**src/rtl/pkt_slot_scheduler_if.sv**
```systemverilog
// ---------------------------------------------------------------------------
// pkt_slot_scheduler_if
//
// Purpose: bundles the request, control and status signals of the packet
// slot scheduler so the scheduler and its environment connect through one
// port.
//
// Signals:
//   enable       1 = new grants allowed
//   req          level request per requester
//   req_mask     1 = requester eligible
//   pkt_end      downstream packet-end pulse
//   start_o      one-cycle packet start
//   grant        one-hot owner while a packet is active
//   grant_id     index of the current/last owner
//   busy         scheduler not idle
//   *_cnt        32-bit event counters (wrap silently)
//
// Modports:
//   master  environment side: drives requests/control, observes status
//   slave   scheduler side: observes requests/control, drives status
// ---------------------------------------------------------------------------
interface pkt_slot_scheduler_if #(
    parameter int unsigned NUM_REQ = 4
);
    localparam int unsigned IdW = $clog2(NUM_REQ);

    logic               enable;
    logic [NUM_REQ-1:0] req;
    logic [NUM_REQ-1:0] req_mask;
    logic               pkt_end;

    logic               start_o;
    logic [NUM_REQ-1:0] grant;
    logic [IdW-1:0]     grant_id;
    logic               busy;
    logic [31:0]        start_cnt;
    logic [31:0]        valid_cnt;
    logic [31:0]        late_cnt;
    logic [31:0]        timeout_cnt;
    logic [31:0]        stray_cnt;

    modport master (
        output enable, req, req_mask, pkt_end,
        input  start_o, grant, grant_id, busy,
        input  start_cnt, valid_cnt, late_cnt, timeout_cnt, stray_cnt
    );

    modport slave (
        input  enable, req, req_mask, pkt_end,
        output start_o, grant, grant_id, busy,
        output start_cnt, valid_cnt, late_cnt, timeout_cnt, stray_cnt
    );

endinterface

```
**src/rtl/pkt_slot_scheduler.sv**
```systemverilog
// ---------------------------------------------------------------------------
// pkt_slot_scheduler
//
// Purpose: round-robin scheduler sharing one rate-limited packet slot among
// NUM_REQ requesters. One packet start is issued per slot; the downstream
// packet-end is tracked, early packets are padded so consecutive starts are
// exactly SPEC cycles apart, and late / timed-out packets are counted.
//
// Ports:
//   clk        clock, rising edge
//   rst        asynchronous reset, active low
//   sched_io   scheduler side of pkt_slot_scheduler_if (requests, control,
//              start/grant/status outputs and event counters)
//
// All outputs are registered. Reset drops start_o/grant asynchronously.
// ---------------------------------------------------------------------------
module pkt_slot_scheduler #(
    parameter int unsigned NUM_REQ = 4,
    parameter int unsigned SPEC    = 50,
    parameter int unsigned TIMEOUT = 200,
    parameter int unsigned TW      = 16
) (
    input  logic                clk,
    input  logic                rst,
    pkt_slot_scheduler_if.slave sched_io
);

    localparam int unsigned     IdW      = $clog2(NUM_REQ);
    localparam logic [TW-1:0]   SpecM1   = TW'(SPEC - 1);
    localparam logic [TW-1:0]   SpecM2   = TW'(SPEC - 2);
    localparam logic [TW-1:0]   SpecM3   = TW'(SPEC - 3);
    localparam logic [TW-1:0]   TimeoutV = TW'(TIMEOUT);
    localparam logic [IdW-1:0]  LastId   = IdW'(NUM_REQ - 1);

    typedef enum logic [1:0] {
        StIdle,
        StActive,
        StPad
    } state_e;

    // ------------------------------------------------------------------
    // State and registered outputs
    // ------------------------------------------------------------------
    state_e             state_q, state_d;
    logic               start_q, start_d;
    logic [NUM_REQ-1:0] grant_q, grant_d;
    logic [IdW-1:0]     grant_id_q, grant_id_d;
    logic               busy_q, busy_d;
    logic [TW-1:0]      pkt_time_q, pkt_time_d;
    logic [TW-1:0]      pad_q, pad_d;
    logic [31:0]        start_cnt_q, start_cnt_d;
    logic [31:0]        valid_cnt_q, valid_cnt_d;
    logic [31:0]        late_cnt_q, late_cnt_d;
    logic [31:0]        timeout_cnt_q, timeout_cnt_d;
    logic [31:0]        stray_cnt_q, stray_cnt_d;

    // ------------------------------------------------------------------
    // Round-robin pick: first eligible index at or above grant_id+1,
    // wrapping to the lowest eligible index at or below grant_id.
    // ------------------------------------------------------------------
    logic [NUM_REQ-1:0] eligible;
    logic               pick_found;
    logic [IdW-1:0]     pick_idx;

    assign eligible = sched_io.req & sched_io.req_mask;

    always_comb begin
        pick_found = 1'b0;
        pick_idx   = '0;
        // Wrap-around candidates first; lowest index wins by overwriting.
        for (int i = NUM_REQ - 1; i >= 0; i--) begin
            if (eligible[i] && (i <= int'(grant_id_q))) begin
                pick_found = 1'b1;
                pick_idx   = IdW'(i);
            end
        end
        // Candidates above the last owner take precedence over the wrap.
        for (int i = NUM_REQ - 1; i >= 0; i--) begin
            if (eligible[i] && (i > int'(grant_id_q))) begin
                pick_found = 1'b1;
                pick_idx   = IdW'(i);
            end
        end
    end

    // ------------------------------------------------------------------
    // Next-state and output logic
    // ------------------------------------------------------------------
    always_comb begin
        state_d       = state_q;
        start_d       = 1'b0;
        grant_d       = grant_q;
        grant_id_d    = grant_id_q;
        pkt_time_d    = pkt_time_q;
        pad_d         = pad_q;
        start_cnt_d   = start_cnt_q;
        valid_cnt_d   = valid_cnt_q;
        late_cnt_d    = late_cnt_q;
        timeout_cnt_d = timeout_cnt_q;
        stray_cnt_d   = stray_cnt_q;

        // A packet-end with no packet in flight is only counted.
        if (sched_io.pkt_end && (state_q != StActive)) begin
            stray_cnt_d = stray_cnt_q + 32'd1;
        end

        unique case (state_q)
            StIdle: begin
                if (sched_io.enable && pick_found) begin
                    state_d     = StActive;
                    start_d     = 1'b1;
                    grant_d     = {{(NUM_REQ - 1){1'b0}}, 1'b1} << pick_idx;
                    grant_id_d  = pick_idx;
                    pkt_time_d  = TW'(1);
                    start_cnt_d = start_cnt_q + 32'd1;
                end
            end

            StActive: begin
                if (sched_io.pkt_end) begin
                    // pkt_end beats a coincident timeout and lands as late.
                    grant_d    = '0;
                    pkt_time_d = '0;
                    if (pkt_time_q < SpecM1) begin
                        valid_cnt_d = valid_cnt_q + 32'd1;
                        // Pad so the next start lands exactly SPEC cycles
                        // after this one.
                        pad_d       = SpecM2 - pkt_time_q;
                        state_d     = StPad;
                    end else if (pkt_time_q == SpecM1) begin
                        valid_cnt_d = valid_cnt_q + 32'd1;
                        state_d     = StIdle;
                    end else begin
                        late_cnt_d  = late_cnt_q + 32'd1;
                        state_d     = StIdle;
                    end
                end else if (pkt_time_q == TimeoutV) begin
                    timeout_cnt_d = timeout_cnt_q + 32'd1;
                    grant_d       = '0;
                    pkt_time_d    = '0;
                    state_d       = StIdle;
                end else begin
                    pkt_time_d = pkt_time_q + TW'(1);
                end
            end

            StPad: begin
                if (pad_q == '0) begin
                    state_d = StIdle;
                end else begin
                    pad_d = pad_q - TW'(1);
                end
            end

            default: begin
                state_d = StIdle;
                grant_d = '0;
            end
        endcase

        busy_d = (state_d != StIdle);
    end

    // ------------------------------------------------------------------
    // Registers
    // ------------------------------------------------------------------
    always_ff @(posedge clk or negedge rst) begin
        if (!rst) begin
            state_q       <= StIdle;
            start_q       <= 1'b0;
            grant_q       <= '0;
            // Last owner = NUM_REQ-1 so requester 0 wins the first pick.
            grant_id_q    <= LastId;
            busy_q        <= 1'b0;
            pkt_time_q    <= '0;
            pad_q         <= '0;
            start_cnt_q   <= '0;
            valid_cnt_q   <= '0;
            late_cnt_q    <= '0;
            timeout_cnt_q <= '0;
            stray_cnt_q   <= '0;
        end else begin
            state_q       <= state_d;
            start_q       <= start_d;
            grant_q       <= grant_d;
            grant_id_q    <= grant_id_d;
            busy_q        <= busy_d;
            pkt_time_q    <= pkt_time_d;
            pad_q         <= pad_d;
            start_cnt_q   <= start_cnt_d;
            valid_cnt_q   <= valid_cnt_d;
            late_cnt_q    <= late_cnt_d;
            timeout_cnt_q <= timeout_cnt_d;
            stray_cnt_q   <= stray_cnt_d;
        end
    end

    // ------------------------------------------------------------------
    // Outputs
    // ------------------------------------------------------------------
    assign sched_io.start_o     = start_q;
    assign sched_io.grant       = grant_q;
    assign sched_io.grant_id    = grant_id_q;
    assign sched_io.busy        = busy_q;
    assign sched_io.start_cnt   = start_cnt_q;
    assign sched_io.valid_cnt   = valid_cnt_q;
    assign sched_io.late_cnt    = late_cnt_q;
    assign sched_io.timeout_cnt = timeout_cnt_q;
    assign sched_io.stray_cnt   = stray_cnt_q;

    // ------------------------------------------------------------------
    // Invariants
    // ------------------------------------------------------------------
    grant_onehot0_a: assert property (@(posedge clk) disable iff (!rst)
        $onehot0(grant_q));

    grant_iff_active_a: assert property (@(posedge clk) disable iff (!rst)
        ((grant_q != '0) == (state_q == StActive)));

    pad_bound_a: assert property (@(posedge clk) disable iff (!rst)
        (pad_q <= SpecM3));

    pkt_time_bound_a: assert property (@(posedge clk) disable iff (!rst)
        (pkt_time_q <= TimeoutV));

    cnt_balance_a: assert property (@(posedge clk) disable iff (!rst)
        (start_cnt_q == valid_cnt_q + late_cnt_q + timeout_cnt_q
                        + 32'(state_q == StActive)));

endmodule

```
**src/flat_wrapper.sv**
```systemverilog
// flat-port wrapper written by rule: the top's interface ports become plain ports
module pkt_slot_scheduler_flat 
#(
    parameter int unsigned NUM_REQ = 4,
    parameter int unsigned SPEC    = 50,
    parameter int unsigned TIMEOUT = 200,
    parameter int unsigned TW      = 16
)
  (clk, rst, sched_io_enable, sched_io_req, sched_io_req_mask, sched_io_pkt_end, sched_io_start_o, sched_io_grant, sched_io_grant_id, sched_io_busy, sched_io_start_cnt, sched_io_valid_cnt, sched_io_late_cnt, sched_io_timeout_cnt, sched_io_stray_cnt);
  pkt_slot_scheduler_if #(.NUM_REQ(NUM_REQ)) sched_io_i ();
  input  logic clk;
  input  logic rst;
  input wire logic [$bits(sched_io_i.enable)-1:0] sched_io_enable;
  input wire logic [$bits(sched_io_i.req)-1:0] sched_io_req;
  input wire logic [$bits(sched_io_i.req_mask)-1:0] sched_io_req_mask;
  input wire logic [$bits(sched_io_i.pkt_end)-1:0] sched_io_pkt_end;
  output wire logic [$bits(sched_io_i.start_o)-1:0] sched_io_start_o;
  output wire logic [$bits(sched_io_i.grant)-1:0] sched_io_grant;
  output wire logic [$bits(sched_io_i.grant_id)-1:0] sched_io_grant_id;
  output wire logic [$bits(sched_io_i.busy)-1:0] sched_io_busy;
  output wire logic [$bits(sched_io_i.start_cnt)-1:0] sched_io_start_cnt;
  output wire logic [$bits(sched_io_i.valid_cnt)-1:0] sched_io_valid_cnt;
  output wire logic [$bits(sched_io_i.late_cnt)-1:0] sched_io_late_cnt;
  output wire logic [$bits(sched_io_i.timeout_cnt)-1:0] sched_io_timeout_cnt;
  output wire logic [$bits(sched_io_i.stray_cnt)-1:0] sched_io_stray_cnt;
  assign sched_io_i.enable = sched_io_enable;
  assign sched_io_i.req = sched_io_req;
  assign sched_io_i.req_mask = sched_io_req_mask;
  assign sched_io_i.pkt_end = sched_io_pkt_end;
  assign sched_io_start_o = sched_io_i.start_o;
  assign sched_io_grant = sched_io_i.grant;
  assign sched_io_grant_id = sched_io_i.grant_id;
  assign sched_io_busy = sched_io_i.busy;
  assign sched_io_start_cnt = sched_io_i.start_cnt;
  assign sched_io_valid_cnt = sched_io_i.valid_cnt;
  assign sched_io_late_cnt = sched_io_i.late_cnt;
  assign sched_io_timeout_cnt = sched_io_i.timeout_cnt;
  assign sched_io_stray_cnt = sched_io_i.stray_cnt;
  pkt_slot_scheduler #(.NUM_REQ(NUM_REQ), .SPEC(SPEC), .TIMEOUT(TIMEOUT), .TW(TW)) u_core (.clk(clk), .rst(rst), .sched_io(sched_io_i));
endmodule
```
**config.mk**
```make
export PLATFORM = sky130hd
export DESIGN_NAME = pkt_slot_scheduler_flat
export DESIGN_NICKNAME = d
export VERILOG_FILES = /design/src/rtl/pkt_slot_scheduler_if.sv /design/src/rtl/pkt_slot_scheduler.sv /design/src/flat_wrapper.sv
export SDC_FILE = /design/constraint.sdc
export NUM_CORES = 1
export LEC_CHECK = 0
export CELL_PAD_IN_SITES_DETAIL_PLACEMENT = 1
export CELL_PAD_IN_SITES_GLOBAL_PLACEMENT = 1
export CORE_MARGIN = 2
export CORE_UTILIZATION = 37
export DETAILED_ROUTE_END_ITERATION = 8
export PLACE_DENSITY_LB_ADDON = 0.25
export SYNTH_ARGS = -nofsm -noshare
export SYNTH_HDL_FRONTEND = slang
export SYNTH_SLANG_ARGS = --single-unit
export TNS_END_PERCENT = 30
```
**constraint.sdc**
```tcl
create_clock -name clk -period 2.3 [get_ports clk]
set_input_delay 0.575 -clock clk [delete_from_list [all_inputs] [get_ports clk]]
set_output_delay 0.575 -clock clk [all_outputs]
set_load 0.01 [all_outputs]
```
; Yosys cells after proc, flatten, opt, wreduce, memory -nomap -nowiden
; Cells that the tools add are included.
[op_classes]
n_reduce_logical = 21
n_mux = 36
shift = 1
n_lt_le_gt_ge = 7
n_eq_ne = 10
bitwise_logic = 5
add_sub_neg = 8
[ops]
columns = cell, count
row1 = $add 32x1->32 const B, 5
row2 = $mux 16, 6
row3 = $mux 32, 2
row4 = $pmux 16 s2, 2
row5 = $mux 2, 12
row6 = $add 16x1->16 const B, 1
row7 = $eq 16x6->1 const B, 1
row8 = $eq 16x8->1 const B, 1
row9 = $logic_not 16->1, 1
row10 = $lt 16x6->1 const B, 1
row11 = $sub 16x1->16 const B, 1
row12 = $sub 6x16->16 const A, 1
row13 = $mux 4, 3
row14 = $pmux 4 s3, 1
row15 = $mux 1, 9
row16 = $reduce_and 3->1, 3
row17 = $logic_and 1x1->1, 8
row18 = $reduce_and 4->1, 2
row19 = $reduce_bool 2->1, 4
row20 = $ne 2x1->1 const B, 3
row21 = $pmux 2 s3, 1
row22 = $and 4x4->4, 1
row23 = $gt 2x2->1 const A, 2
row24 = $le 2x2->1 const A, 2
row25 = 10 further kinds, 15
[totals]
output_inout_bits = 168
register_bits = 202
in_bits = 12
wordCells = 100

; Logic depth before layout (Yosys ltp)
[depth]
depth_word = 13
mapped_depth = 8
depth_no_buf = 7

; Worst setup path before layout
; Ideal clock, no wire load.
[synth_path]
path_type = register to register
startpoint = register u_core.pkt_time_q[0]
endpoint = register u_core.timeout_cnt_q[29], in the netlist u_core.sched_io.timeout_cnt[29]
setup_ns = 0.079
required_ns = 2.221
path_slack_ns = 0.147
n_path_buf = 1
synth_period_minus_slack_ns = 2.153
t_arrival_ns = 2.074
path_stages_with_launch = 9
path_cell_list = dfrtp_1 -> inv_1 -> ha_1 -> nand3b_1 -> nor4b_4 -> nand4_2 -> buf_4 -> nor3_2 -> xor2_1
[synth_via]
elab_chain_cells = 2
[synth_lines]
columns = element, line
row1 = start: declaration, pkt_slot_scheduler.sv:49  ; logic [TW-1:0] pkt_time_q, pkt_time_d;
row2 = start signal: assignment, pkt_slot_scheduler.sv:188  ; pkt_time_q <= pkt_time_d;
row3 = $eq 16x8->1, pkt_slot_scheduler.sv:137  ; end else if (pkt_time_q == TimeoutV) begin
row4 = $reduce_and 3->1 (no line), -
row5 = end signal: assignment, pkt_slot_scheduler.sv:193  ; timeout_cnt_q <= timeout_cnt_d;
row6 = end: declaration, pkt_slot_scheduler.sv:54  ; logic [31:0] timeout_cnt_q, timeout_cnt_d;
; Every way passes these cells.
; A chain may end at the register's enable or synchronous reset.

; Worst setup path in the final report
[layout_path]
startpoint = register u_core.pkt_time_q[0]
endpoint = register u_core.valid_cnt_q[29], in the netlist u_core.sched_io.valid_cnt[29]
[layout_via]
elab_chain_cells = 3
elab_cells_between_ends = 5
classes_between = 1 x order compare / 1 x eq/ne / 1 x mux / 2 x reduce/logical
[layout_lines]
columns = element, line
row1 = $lt 16x6->1 or $eq 16x6->1 (tied branches), "pkt_slot_scheduler.sv:124, pkt_slot_scheduler.sv:130"
row2 = $reduce_bool 2->1 (no line), -
row3 = $reduce_and 3->1 (no line), -
row4 = end signal: assignment, pkt_slot_scheduler.sv:191  ; valid_cnt_q <= valid_cnt_d;
row5 = end: declaration, pkt_slot_scheduler.sv:52  ; logic [31:0] valid_cnt_q, valid_cnt_d;
; Parallel ways exist; a longest one is shown, timed or not.

==> impl_metrics.json <==
{
  "run_status": "finished, violations left",
  "violations": "hold timing",
  "synth.cell_area_mm2": 0.00997,
  "io_pins": 180,
  "crit_fanout": 6,
  "wire_per_inst_um": 17.8,
  "nNetsFinal": 1255,
  "n_fill_cell": 2929,
  "antenna_found_initial": 0,
  "start_util": 0.373,
  "netlist_instances": 973,
  "regToRegEndpoint": "u_core.sched_io.valid_cnt[29]",
  "syn_area_per_cell_um2": 10.2,
  "cts_made_buffers": 25,
  "cts.sinks": 202,
  "p_leak_uw": 0.00621,
  "skew_ns": 0.0136,
  "yosysSeqAreaShare": 0.507,
  "gp_congestion": 0.784,
  "via_per_inst": 5.31,
  "finalWorstSetupSlack_ns": 0.0890,
  "core_mm2": 0.0267,
  "drive_gt1_frac": 0.137,
  "endpoint_kind": "flip-flop",
  "path_clk_slew_ns": 0.06,
  "synth_area_leaders": "dfrtp_1 50%, xnor2_1 8.3%, xor2_1 6.3%",
  "cts_buffer_depth": 3,
  "io_buffers": 179,
  "hold_viol_final": 3,
  "drt_wl_total_um": 28400,
  "first_pass_iters": 4,
  "yosysWarnings": 0,
  "synth_edf_count": 0,
  "clock_latency_ns": 0.52,
  "diodes": 0,
  "die_x_um": 168,
  "syn_nets": 994,
  "holdWs_ns": -0.00999,
  "dieArea_mm2": 0.0283,
  "grt_pass1_vias": 8803,
  "r2r_start": "u_core.pkt_time_q[0]",
  "vias": 8466,
  "rsz0062_at_grt": "yes",
  "synth.ff_latch_count": 202,
  "drtIter0Drc": 425,
  "cp-start-kind": "flip-flop",
  "grt-ovfl-total": 0,
  "reg2reg_depth": 8,
  "worstPathRequired_ns": 2.74,
  "hpwl_um": 20600,
  "ys_types": 66,
  "arrival_ns": 2.65,
  "slew_headroom": 0.592,
  "pwr_density_cell_mw_per_mm2": 807,
  "ant_nets": 0,
  "synth_top_area_cell": "dfrtp_1",
  "setup_viol": 0,
  "drv_slew": 0,
  "grt_pass1_wl_um": 46800,
  "h-tree-depth": 1,
  "synth_ff_type": "dfrtp_1",
  "worstSetupPathType": "reg2reg",
  "root_buffer": "clkbuf_16",
  "hold_path_class": "in2async",
  "grt_max_degree": 51,
  "maxCapViolCount": 0,
  "fin_crit_ns": 2.21,
  "cts_tree": "yes",
  "yosysTopAreaCellShare": 0.502,
  "tightest_slew_ns": 0.612,
  "syn_to_final_growth_pct": 38.5,
  "drc": 0,
  "ir_worst_vdd_mv": 0.598,
  "fin_total_pwr_uw": 11100,
  "grtUsageTotal": 0.200,
  "rows": 60,
  "synthArstFlopShare": 1.00,
  "max_freq_mhz": 452,
  "finalCritPeriodShare": 0.961,
  "r2r_slack_ns": 0.09,
  "die_h_um": 168,
  "dp_slack_ns": -0.287
}
-- layout make-up --
class / instances / area, um^2 / area share
multi-input combinational: 700 / 4700 / 0.341
inverter: 37 / 139 / 0.0101
timing repair buffer: 268 / 2540 / 0.184
clock buffer: 35 / 743 / 0.0538
sequential: 202 / 5060 / 0.367
clock inverter: 11 / 193 / 0.0140
tap: 341 / 427 / 0.0309
-- timing repair --
item,CTS,global route
buffers inserted,1,2
pin swaps,1,4
gates cloned,0,1
resized for setup,1,18
setup endpoints to repair,14,47
hold buffers,0,0
-- cells by family after synthesis --
family                     Yosys count  share of synthesized area
and+or+nand+nor                    401                      0.224
adders and majority gates            9                     0.0113
xor gates and xnor gates           167                      0.147
DFF                                202                      0.507
AOI/OAI and AO/OA                  117                     0.0755
buffers and inverters               72                     0.0298
muxes                                5                    0.00552
-- cell usage in the layout (no fill, tap or decap), types with 8 or more instances in the layout --
| master | instances |
|---|---|
| dfrtp_1 | 199 |
| clkdlybuf4s50_1 | 176 |
| xnor2_1 | 95 |
| buf_4 | 82 |
| nand2_1 | 78 |
| nor2_1 | 72 |
| xor2_1 | 72 |
| nand4_1 | 52 |
| nor3_1 | 50 |
| nand3_1 | 45 |
| o21ai_0 | 39 |
| inv_1 | 35 |
| clkbuf_16 | 25 |
| a21oi_1 | 24 |
| and2_1 | 13 |
| nor4_1 | 13 |
| and4_1 | 13 |
| and3_1 | 11 |
| a31oi_1 | 9 |
| clkbuf_8 | 9 |
| nand2b_1 | 8 |
| ha_1 | 8 |
-- state kept, by name, summed over array words and instances (netlist names) --
name	cells
u_core.pad_q	16
u_core.sched_io.grant	4
u_core.sched_io.timeout_cnt	32
u_core.pkt_time_q	16
u_core.sched_io.busy	1
u_core.state_q	2
u_core.sched_io.start_o	1
u_core.sched_io.valid_cnt	32
u_core.sched_io.late_cnt	32
u_core.sched_io.stray_cnt	32
u_core.sched_io.start_cnt	32
u_core.sched_io.grant_id	2
-- power breakdown --
part / internal (uW) / switching, uW / leakage [uW]
sequential: 3900 / 412 / 0.00265
combinational: 1160 / 1280 / 0.00310
clock: 2820 / 1570 / 0.000461
total: 7880 / 3260 / 0.00621
-- worst max-delay path by stage --
| stage | end | start | cells after the start | slack, ns |
|---|---|---|---|---|
| after global placement | u_core.sched_io.grant[3] | sched_io_req[3] | 9 | -0.22 |
| after global routing | u_core.sched_io.late_cnt[26] | u_core.pkt_time_q[0] | 9 | -0.01 |
| final | u_core.sched_io.valid_cnt[29] | u_core.pkt_time_q[0] | 8 | 0.09 |
| after CTS | sched_io_grant_id[1] | u_core.sched_io.grant_id[1] | 1 | 0.02 |
| after floorplan | u_core.sched_io.timeout_cnt[29] | u_core.pkt_time_q[0] | 8 | 0.15 |
| after detailed placement | u_core.sched_io.grant[1] | sched_io_req[3] | 9 | -0.29 |
-- per-layer routing --
layer | vias to the layer above | global-route usage | share of wire
li1 | 3944 | - | -
met1 | 4305 | 0.275 | 0.45
met2 | 172 | 0.335 | 0.48
met3 | 45 | 0.0275 | 0.040
met4 | 0 | 0.0517 | 0.023
met5 | - | 0 | 0
-- critical path, cell delays in order (launching register included) --
cell	delay, ns
dfrtp_2	0.45
inv_2	0.10
ha_4	0.16
nor2_1	0.06
o31a_1	0.31
or4_1	0.53
buf_6	0.18
nor4_4	0.15
xor2_1	0.18
-- Yosys cell counts (11+ instances only) --
cell and number:
dfrtp_1 200, xnor2_1 95, nand2_1 78, nor2_1 72, xor2_1 72, nand4_1 52
nor3_1 51, nand3_1 45, o21ai_0 39, inv_1 36, a21oi_1 24, clkbuf_1 23
nor4_1 19, and2_1 13, and4_1 13, and3_1 11
-- stage by stage --
| step | setup TNS, ns | utilization | hold slack (ns) | cells | instance area [um^2] |
|---|---|---|---|---|---|
| 3_5_place_dp | -11.05 | 0.477 | 0.460 | 1544 | 12700 |
| 5_1_grt | -0.0554 | 0.516 | 0.0154 | 1594 | 13800 |
| 2_1_floorplan | 0 | - | 0.279 | 973 | 9970 |
| 6_report | 0 | 0.516 | -0.00999 | 1594 | 13800 |
| 3_3_place_gp | -8.73 | 0.477 | 0.461 | 1544 | 12700 |
| 4_1_cts | 0 | 0.512 | 0.00304 | 1591 | 13700 |
Power figures use the tool's default switching activity.
